===== src/rtl/multibyte_add_sequencer.sv =====
// Byte-serial adder/subtractor: one 8-bit adder walks the operands LS byte first,
// producing a full-width sum/difference, carry-out and signed overflow.
module multibyte_add_sequencer #(
    parameter int NBYTES = 4
) (
    input  logic                  clk,
    input  logic                  rst,
    input  logic                  start_valid,
    output logic                  start_ready,
    input  logic [8*NBYTES-1:0]   op_a,
    input  logic [8*NBYTES-1:0]   op_b,
    input  logic                  sub,
    input  logic                  cin,
    output logic                  res_valid,
    input  logic                  res_ready,
    output logic [8*NBYTES-1:0]   result,
    output logic                  cout,
    output logic                  overflow
);
    localparam int W  = 8 * NBYTES;
    localparam int IW = $clog2(NBYTES);
    localparam logic [IW-1:0] LAST_IDX = IW'(NBYTES - 1);

    typedef enum logic [1:0] {IDLE, RUN, DONE} state_t;

    state_t          state_q, state_d;
    logic [W-1:0]    a_q, a_d;
    logic [W-1:0]    b_q, b_d;
    logic [W-1:0]    result_q, result_d;
    logic [IW-1:0]   idx_q, idx_d;
    logic            carry_q, carry_d;
    logic            cout_q, cout_d;
    logic            ovf_q, ovf_d;
    logic            res_valid_q, res_valid_d;

    logic [7:0]      byte_a, byte_b;
    logic [8:0]      sum9;
    logic            msb_cin;

    always_comb begin
        byte_a  = a_q[{idx_q, 3'b000} +: 8];
        byte_b  = b_q[{idx_q, 3'b000} +: 8];
        sum9    = {1'b0, byte_a} + {1'b0, byte_b} + {8'b0, carry_q};
        // carry into bit 7 recovered from the sum bit and the two operand bits
        msb_cin = sum9[7] ^ byte_a[7] ^ byte_b[7];

        state_d     = state_q;
        a_d         = a_q;
        b_d         = b_q;
        result_d    = result_q;
        idx_d       = idx_q;
        carry_d     = carry_q;
        cout_d      = cout_q;
        ovf_d       = ovf_q;
        res_valid_d = res_valid_q;

        case (state_q)
            IDLE: begin
                if (start_valid) begin
                    a_d     = op_a;
                    b_d     = sub ? ~op_b : op_b;
                    carry_d = sub ? 1'b1 : cin;
                    idx_d   = '0;
                    state_d = RUN;
                end
            end
            RUN: begin
                result_d[{idx_q, 3'b000} +: 8] = sum9[7:0];
                carry_d = sum9[8];
                cout_d  = sum9[8];
                ovf_d   = msb_cin ^ sum9[8];
                idx_d   = idx_q + IW'(1);
                if (idx_q == LAST_IDX) begin
                    state_d     = DONE;
                    res_valid_d = 1'b1;
                end
            end
            DONE: begin
                if (res_ready) begin
                    state_d     = IDLE;
                    res_valid_d = 1'b0;
                end
            end
            default: begin
                state_d     = IDLE;
                res_valid_d = 1'b0;
            end
        endcase
    end

    always_ff @(posedge clk) begin
        if (rst) begin
            state_q     <= IDLE;
            a_q         <= '0;
            b_q         <= '0;
            result_q    <= '0;
            idx_q       <= '0;
            carry_q     <= 1'b0;
            cout_q      <= 1'b0;
            ovf_q       <= 1'b0;
            res_valid_q <= 1'b0;
        end else begin
            state_q     <= state_d;
            a_q         <= a_d;
            b_q         <= b_d;
            result_q    <= result_d;
            idx_q       <= idx_d;
            carry_q     <= carry_d;
            cout_q      <= cout_d;
            ovf_q       <= ovf_d;
            res_valid_q <= res_valid_d;
        end
    end

    assign start_ready = (state_q == IDLE);
    assign res_valid   = res_valid_q;
    assign result      = result_q;
    assign cout        = cout_q;
    assign overflow    = ovf_q;

endmodule


===== config.mk =====
export PLATFORM = sky130hd
export DESIGN_NAME = multibyte_add_sequencer
export DESIGN_NICKNAME = d
export VERILOG_FILES = /design/src/rtl/multibyte_add_sequencer.sv
export SDC_FILE = /design/constraint.sdc
export NUM_CORES = 1
export LEC_CHECK = 0
export BUFFER_PORTS_ARGS = -buffer_cell sky130_fd_sc_hd__buf_2
export CORE_ASPECT_RATIO = 1.1
export CORE_UTILIZATION = 40
export DETAILED_ROUTE_END_ITERATION = 10
export HOLD_SLACK_MARGIN = 0.12
export MAX_ROUTING_LAYER = met4
export PLACE_DENSITY = 0.73
export SYNTH_ARGS = -nofsm -noshare
export SYNTH_HDL_FRONTEND = slang
export SYNTH_SLANG_ARGS = --single-unit
export TNS_END_PERCENT = 50

===== constraint.sdc =====
create_clock -name clk -period 4.9 [get_ports clk]
set_clock_uncertainty 0.1 [all_clocks]
set_input_delay 0.98 -clock clk [delete_from_list [all_inputs] [get_ports clk]]
set_output_delay 0.98 -clock clk [all_outputs]
set_load 0.01 [all_outputs]

==> impl_metrics.json, run 1 <==
{
  "status": "complete, no violations",
  "synth.net_count": 588,
  "total_global_route_track_usage_pct": 18.9,
  "holdWs_ns": 0.355,
  "synth.ff_latch_count": 104,
  "fillerInstances": 1081,
  "synth_enable_flop_cells": 0,
  "synth_top_cell_by_area": "sky130_fd_sc_hd__dfxtp_1",
  "netlist_instances": 503,
  "cts-buffers-inserted": 9,
  "count_of_port_buffers_added_during_placement": 105,
  "distinct_cell_type_count_of_the_synthesized_netlist": 42,
  "postRouteWirelength_um": 10700,
  "fin_total_pwr_mw": 1.88,
  "finalCriticalPeriod_ns": 3.75,
  "cell_internal_pwr_mw": 1.39,
  "boundaryPins": 106,
  "final_core_utilization_pct": 48.7,
  "hp_class": "flip-flop to flip-flop",
  "critical_path.startpoint_type": "flip-flop",
  "drt_first_iter_violations": 182,
  "worst-slew-pin-transition_ns": 1.09,
  "arrival_time_of_data_at_the_critical_path_endpoint_ns": 3.86,
  "multi_input_comb_area_mm2": 0.00252,
  "globalRouteOverflowTotal": 0,
  "final_layout_size_suffix_gt1_share_pct": 26.1,
  "cap_viol_max_count": 0,
  "crit_path_end_kind": "flip-flop",
  "drt_drc_violations_left": 0,
  "detail_route.vias_per_cell": 5.18,
  "yosys.area_share.adder_pct": 4.25,
  "pwr-share-seq_pct": 48.9,
  "route.detailed.wl_per_inst_um": 14.5,
  "synthToLayoutAreaGrowth_pct": 18.0,
  "slew_headroom_pct": 27.2,
  "clock_tree.root_cell": "sky130_fd_sc_hd__clkbuf_16",
  "placedInstanceArea_mm2": 0.00536,
  "clk_latency_ns": 0.34,
  "regToRegStartpoint": "idx_q[0]",
  "grt_setup_unrepaired": "false",
  "estimated_wirelength_of_the_detail_placed_design_um": 7970,
  "num_antenna_cells": 0,
  "vdd_ir_drop_max_mv": 0.162,
  "synth.top_cells.by_count": "sky130_fd_sc_hd__dfxtp_1, sky130_fd_sc_hd__nand2_1, sky130_fd_sc_hd__nor2_1, sky130_fd_sc_hd__a21oi_1, sky130_fd_sc_hd__xnor2_1",
  "total_switching_power_mw": 0.495,
  "max_freq_mhz": 267,
  "final_max_slew_viol_count": 0,
  "synthDominantCellAreaShare_pct": 43.7,
  "synth-compound-area-share_pct": 17.1,
  "critical_path_maximum_fanout": 16,
  "hold_start": "a_q[13]",
  "synthFlopType": "sky130_fd_sc_hd__dfxtp_1",
  "post_synth_main_area_contributors": "sky130_fd_sc_hd__dfxtp_1, sky130_fd_sc_hd__mux4_2, sky130_fd_sc_hd__xnor2_1",
  "tritoncts": "yes",
  "critPathRequiredTime_ns": 5.01,
  "synthesized_area_per_cell_um2": 9.47,
  "die_width_um": 106,
  "core_area_mm2": 0.0115,
  "die_y_um": 116,
  "detail-route-antenna-nets": 0,
  "timing.reg2reg.setup_slack_ns": 1.15,
  "synthArstFlopShare_pct": 0,
  "final-seq-area_mm2": 0.00208,
  "grt_start_max_net_pins": 65,
  "drt_pre_antenna_iters": 4,
  "finish.instance_area_mm2": 0.00562,
  "timing.final.setup_violations": 0,
  "synth.cell_area_mm2": 0.00477,
  "power-per-cell-area_mw_per_mm2": 335,
  "power_share_of_the_combinational_group_pct": 16.4,
  "initial_core_util_pct": 41.3,
  "nets": 674,
  "clkSlewWorstSetupHoldPaths_ns": 0.06,
  "cts.sink_count": 104,
  "leakagePower_nw": 2.26,
  "dieArea_mm2": 0.0124,
  "post_cts_hold_buffer_count": 0,
  "placementRows": 41,
  "synth_xor_xnor_area_share_pct": 7.17,
  "worstSetupStartpoint": "idx_q[0]",
  "first_global_vias": 3721,
  "global_route_wire_length_before_repair_um": 17600,
  "fin_crit_sh_pct": 76.6,
  "synth_simple_gate_area_share_pct": 15.9,
  "ys_warn_count": 0,
  "clock_tree.buffer_depth": 2,
  "portion_of_the_post_synthesis_area_used_by_sequential_elements_pct": 43.7,
  "post_cts_resized": 0,
  "classification_of_the_worst_setup_path": "flip-flop to flip-flop",
  "vias": 3837,
  "p_clk_share_pct": 34.8,
  "grt_antenna_before_repair": 0,
  "routability_driven_placement_congestion_ratio": 0.863,
  "cts_htree_levels": 3,
  "finalHoldViolations": 0,
  "synth_top_family_by_area": "compound AO/OA/AOI/OAI gates",
  "switching_share_of_power_pct": 26.3,
  "leading_cell_type_by_number_of_instances_after_synthesis": "sky130_fd_sc_hd__dfxtp_1",
  "final.setup.tns_ns": 0,
  "synthMuxAreaShare_pct": 8.32,
  "cts_setup_buffers": 0
}
sequential cells by signal (all words and copies together) (netlist names):
register and flops:
result 32, carry_q 1, res_valid 1, cout 1, overflow 1, a_q 32
b_q 32, state_q 2, idx_q 2
through the flow:
stage | std cells | setup slack [ns]
after global routing | 741 | 0.848
final | 741 | 1.15
after detailed placement | 728 | 1.14
after CTS | 741 | 1.11
after global placement | 728 | 1.22
after floorplan | 503 | 1.70
worst paths after layout:
check	endpoint	cells past startpoint
worst min register to register	a_q[13]	2
worst max register to register	result[30]	9
worst min-delay path	a_q[13]	2
worst max-delay path	result[30]	9
routing by layer:
| metal | GRT usage (%) | part of all wire, % |
|---|---|---|
| met4 | 7.59 | 1.5 |
| met2 | 32.3 | 49 |
| met5 | - | 0 |
| met3 | 3.18 | 4.7 |
| met1 | 22.3 | 44 |
cell type report:
cell class                      instances  area share [%]
Clock buffer                           12            4.56
Timing Repair Buffer                  110            10.0
Sequential cell                       104            37.0
Multi-Input combinational cell        361            44.8
Tap cell                              150            3.34
Clock inverter                          1          0.0890
Inverter                                3           0.200
layout by cell type, fill, tap and decap left out, types with 2 or more instances in the layout:
master and instances:
sky130_fd_sc_hd__buf_2 105, sky130_fd_sc_hd__dfxtp_1 104, sky130_fd_sc_hd__nand2_1 73, sky130_fd_sc_hd__nor2_1 72
sky130_fd_sc_hd__a21oi_1 43, sky130_fd_sc_hd__xnor2_1 36, sky130_fd_sc_hd__a211oi_1 33, sky130_fd_sc_hd__a22oi_1 32
sky130_fd_sc_hd__mux4_2 16, sky130_fd_sc_hd__ha_1 13, sky130_fd_sc_hd__clkbuf_16 9, sky130_fd_sc_hd__buf_4 5
sky130_fd_sc_hd__nand3_1 4, sky130_fd_sc_hd__nand2_2 4, sky130_fd_sc_hd__inv_1 3, sky130_fd_sc_hd__o21ai_0 3
sky130_fd_sc_hd__xor2_1 3, sky130_fd_sc_hd__nor4b_4 3, sky130_fd_sc_hd__nand4_1 3, sky130_fd_sc_hd__a21o_1 2
sky130_fd_sc_hd__fa_1 2, sky130_fd_sc_hd__clkbuf_8 2
critical path, stage by stage (launching register included):
cell and delay (ns):
sky130_fd_sc_hd__dfxtp_1 0.93, sky130_fd_sc_hd__mux4_2 0.63, sky130_fd_sc_hd__fa_1 0.44, sky130_fd_sc_hd__fa_1 0.43
sky130_fd_sc_hd__a211oi_1 0.31, sky130_fd_sc_hd__o21bai_1 0.12, sky130_fd_sc_hd__a21oi_1 0.21, sky130_fd_sc_hd__xnor2_1 0.16
sky130_fd_sc_hd__a22oi_1 0.20, sky130_fd_sc_hd__nor2_1 0.06
cell families (layout without fill, tap and decap cells):
kind of cell,Yosys count,in the layout
and+or+nand+nor,168,168
buffers and inverters,38,126
DFF,104,104
xor gates and xnor gates,39,39
adders and majority gates,15,15
muxes,19,19
AOI/OAI and AO/OA,120,120
power groups by stage:
stage	clock, mW	combinational [mW]	sequential (mW)
after floorplan	0	0.229	0.929
after global placement	0	0.300	0.939
after detailed placement	0	0.309	0.940
after CTS	0.661	0.309	0.921
after global routing	0.701	0.339	0.927
final	0.654	0.308	0.920
(Power assumes the default switching activity.)
==> inputs of run 2 (changes only) <==
clock period = 3.75 ns   (was 4.9 ns; I/O delays follow)
==> run 2 against run 1 <==
Effect of this change: non-clock buffer count rose by 1; clock-buffer cell count did not move; routed wire length increased by 4.7%; fmax increased by 10%; critical path depth unchanged; sequential power rose by 30%; cell count grew 0.54%; sequential cell count unchanged.
==> impl_metrics.json, run 2 (synthesis results as in run 1) <==
{
  "global_route_wire_length_before_repair_um": 18000,
  "timing.final.setup_violations": 0,
  "first_global_vias": 3762,
  "dieArea_mm2": 0.0124,
  "path_buf_inv": 0,
  "synthToLayoutAreaGrowth_pct": 19.4,
  "globalRouteOverflowTotal": 0,
  "critical_path_maximum_fanout": 8,
  "vdd_ir_drop_max_mv": 0.256,
  "hp_class": "flip-flop to flip-flop",
  "cts_htree_levels": 3,
  "classification_of_the_worst_setup_path": "flip-flop to flip-flop",
  "holdWs_ns": 0.356,
  "grt.met2_usage_pct": 33.3,
  "final_cell_mix": "sky130_fd_sc_hd__buf_2, sky130_fd_sc_hd__dfxtp_1, sky130_fd_sc_hd__nand2_1, sky130_fd_sc_hd__nor2_1, sky130_fd_sc_hd__a21oi_1",
  "min_to": "a_q[4]",
  "postLayoutSetupSlackWorst_ns": 0.349,
  "arrival_time_of_data_at_the_critical_path_endpoint_ns": 3.49,
  "critical_path.most_common_cell": "sky130_fd_sc_hd__fa_1",
  "nets": 675,
  "slew_headroom_pct": 24.3,
  "clock_tree.root_cell": "sky130_fd_sc_hd__clkbuf_16",
  "post_cts_resized": 0,
  "crit_path_top_delay_cell": "sky130_fd_sc_hd__dfxtp_1",
  "cts.sink_count": 104,
  "timing.reg2reg.worst_path_depth": 9,
  "critPathRequiredTime_ns": 3.84,
  "boundaryPins": 106,
  "cts-buffers-inserted": 9,
  "detail_route.vias_per_cell": 5.25,
  "drt_drc_violations_left": 0,
  "clkSlewWorstSetupHoldPaths_ns": 0.07,
  "detail-route-antenna-nets": 0,
  "final_max_slew_viol_count": 0,
  "worst-slew-pin-transition_ns": 1.13,
  "final_core_utilization_pct": 49.3,
  "vias": 3913,
  "num_antenna_cells": 0,
  "timing.reg2reg.setup_slack_ns": 0.35,
  "whs_path_depth": 2,
  "grt_setup_unrepaired": "false",
  "estimated_wirelength_of_the_detail_placed_design_um": 8470,
  "tritoncts": "yes",
  "hold_start": "a_q[4]",
  "placementRows": 41,
  "crit_path_cell_trace": "mux4_2 > fa_1 > fa_1 > a211oi_1 > o21bai_1 > a21oi_1 > xnor2_1 > a22oi_1 > nor2_1",
  "preCtsSetupSlack_ns": 0.358,
  "cap_viol_max_count": 0,
  "status": "complete, no violations",
  "die_width_um": 106,
  "fillerInstances": 1056,
  "drt_pre_antenna_iters": 5,
  "critical_path.reg2reg.endpoint": "result[14]",
  "cp_num_cells": 9,
  "regToRegStartpoint": "idx_q[0]",
  "worst_path_largest_cell_delay_ns": 0.65,
  "postRouteWirelength_um": 11200,
  "crit_path_end_kind": "flip-flop",
  "grt_antenna_before_repair": 0,
  "grt.met3_usage_pct": 3.46,
  "max_freq_mhz": 294,
  "final-seq-area_mm2": 0.00208,
  "total_global_route_track_usage_pct": 19.3,
  "route.detailed.wl_per_inst_um": 15.0,
  "drt_first_iter_violations": 209,
  "power-per-cell-area_mw_per_mm2": 450,
  "clk_latency_ns": 0.34,
  "fin_crit_sh_pct": 90.7,
  "die_y_um": 116,
  "initial_core_util_pct": 41.3,
  "grt_start_max_net_pins": 70,
  "critical_path.startpoint_type": "flip-flop",
  "finalCriticalPeriod_ns": 3.40,
  "core_area_mm2": 0.0115,
  "final.setup.tns_ns": 0,
  "final_layout_size_suffix_gt1_share_pct": 26.6,
  "leakagePower_nw": 2.30,
  "post_cts_hold_buffer_count": 0,
  "grt_busiest_layer": "met2",
  "cp_top_family": "adder cells",
  "groute.layer.met1.usage_pct": 22.3,
  "routability_driven_placement_congestion_ratio": 0.928,
  "clock_tree.buffer_depth": 2,
  "count_of_port_buffers_added_during_placement": 105,
  "cts_setup_buffers": 0,
  "layout.cells.most_common": "sky130_fd_sc_hd__buf_2",
  "multi_input_comb_area_mm2": 0.00252,
  "finalHoldViolations": 0
}
[run 2: cell types whose count changed in the layout (fill, tap and decap cells not counted), sizes merged]
cell    delta
clkinv     +2
buf        +1
bufinv     +1
[run 2: power breakdown]
| part | internal [mW] | switching (mW) |
|---|---|---|
| Sequential | 1.16 | 0.0370 |
| Clock | 0.555 | 0.392 |
| Combinational | 0.176 | 0.238 |
| Total | 1.89 | 0.667 |
[run 2: worst max-delay path by stage]
stage                     startpoint         end  slack [ns]
after floorplan             idx_q[1]    overflow        0.55
after global placement      idx_q[0]  result[30]        0.47
after detailed placement    idx_q[0]  result[14]        0.36
after CTS                   idx_q[0]  result[14]        0.33
after global routing        idx_q[0]  result[22]        0.12
final                       idx_q[0]  result[14]        0.35
[run 2: area by class of cell]
cell class	count	share of cell area, %
Inverter	3	0.198
Clock inverter	4	0.924
Multi-Input combinational cell	361	44.2
Timing Repair Buffer	111	10.2
Clock buffer	12	4.51
Tap cell	150	3.30
Sequential cell	104	36.6
[run 2: stage by stage]
| step | total power, mW | cells | instance area (um2) |
|---|---|---|---|
| finish | 2.56 | 745 | 5690 |
| global route | 2.68 | 745 | 5690 |
| CTS | 2.58 | 745 | 5690 |
| detailed placement | 1.64 | 729 | 5380 |
| global placement | 1.62 | 729 | 5380 |
| floorplan | 1.51 | 503 | 4770 |
[run 2: per-layer routing]
metal	routed length, um	vias up
met2	5480	138
li1	-	1940
met1	4890	1815
met4	269	0
met5	0	-
met3	571	20
[run 2: tightest hold or removal path: stages, from the launching register on]
cell                      delay, ns
sky130_fd_sc_hd__dfxtp_1       0.31
sky130_fd_sc_hd__nand2_1       0.05
sky130_fd_sc_hd__a21oi_1       0.05
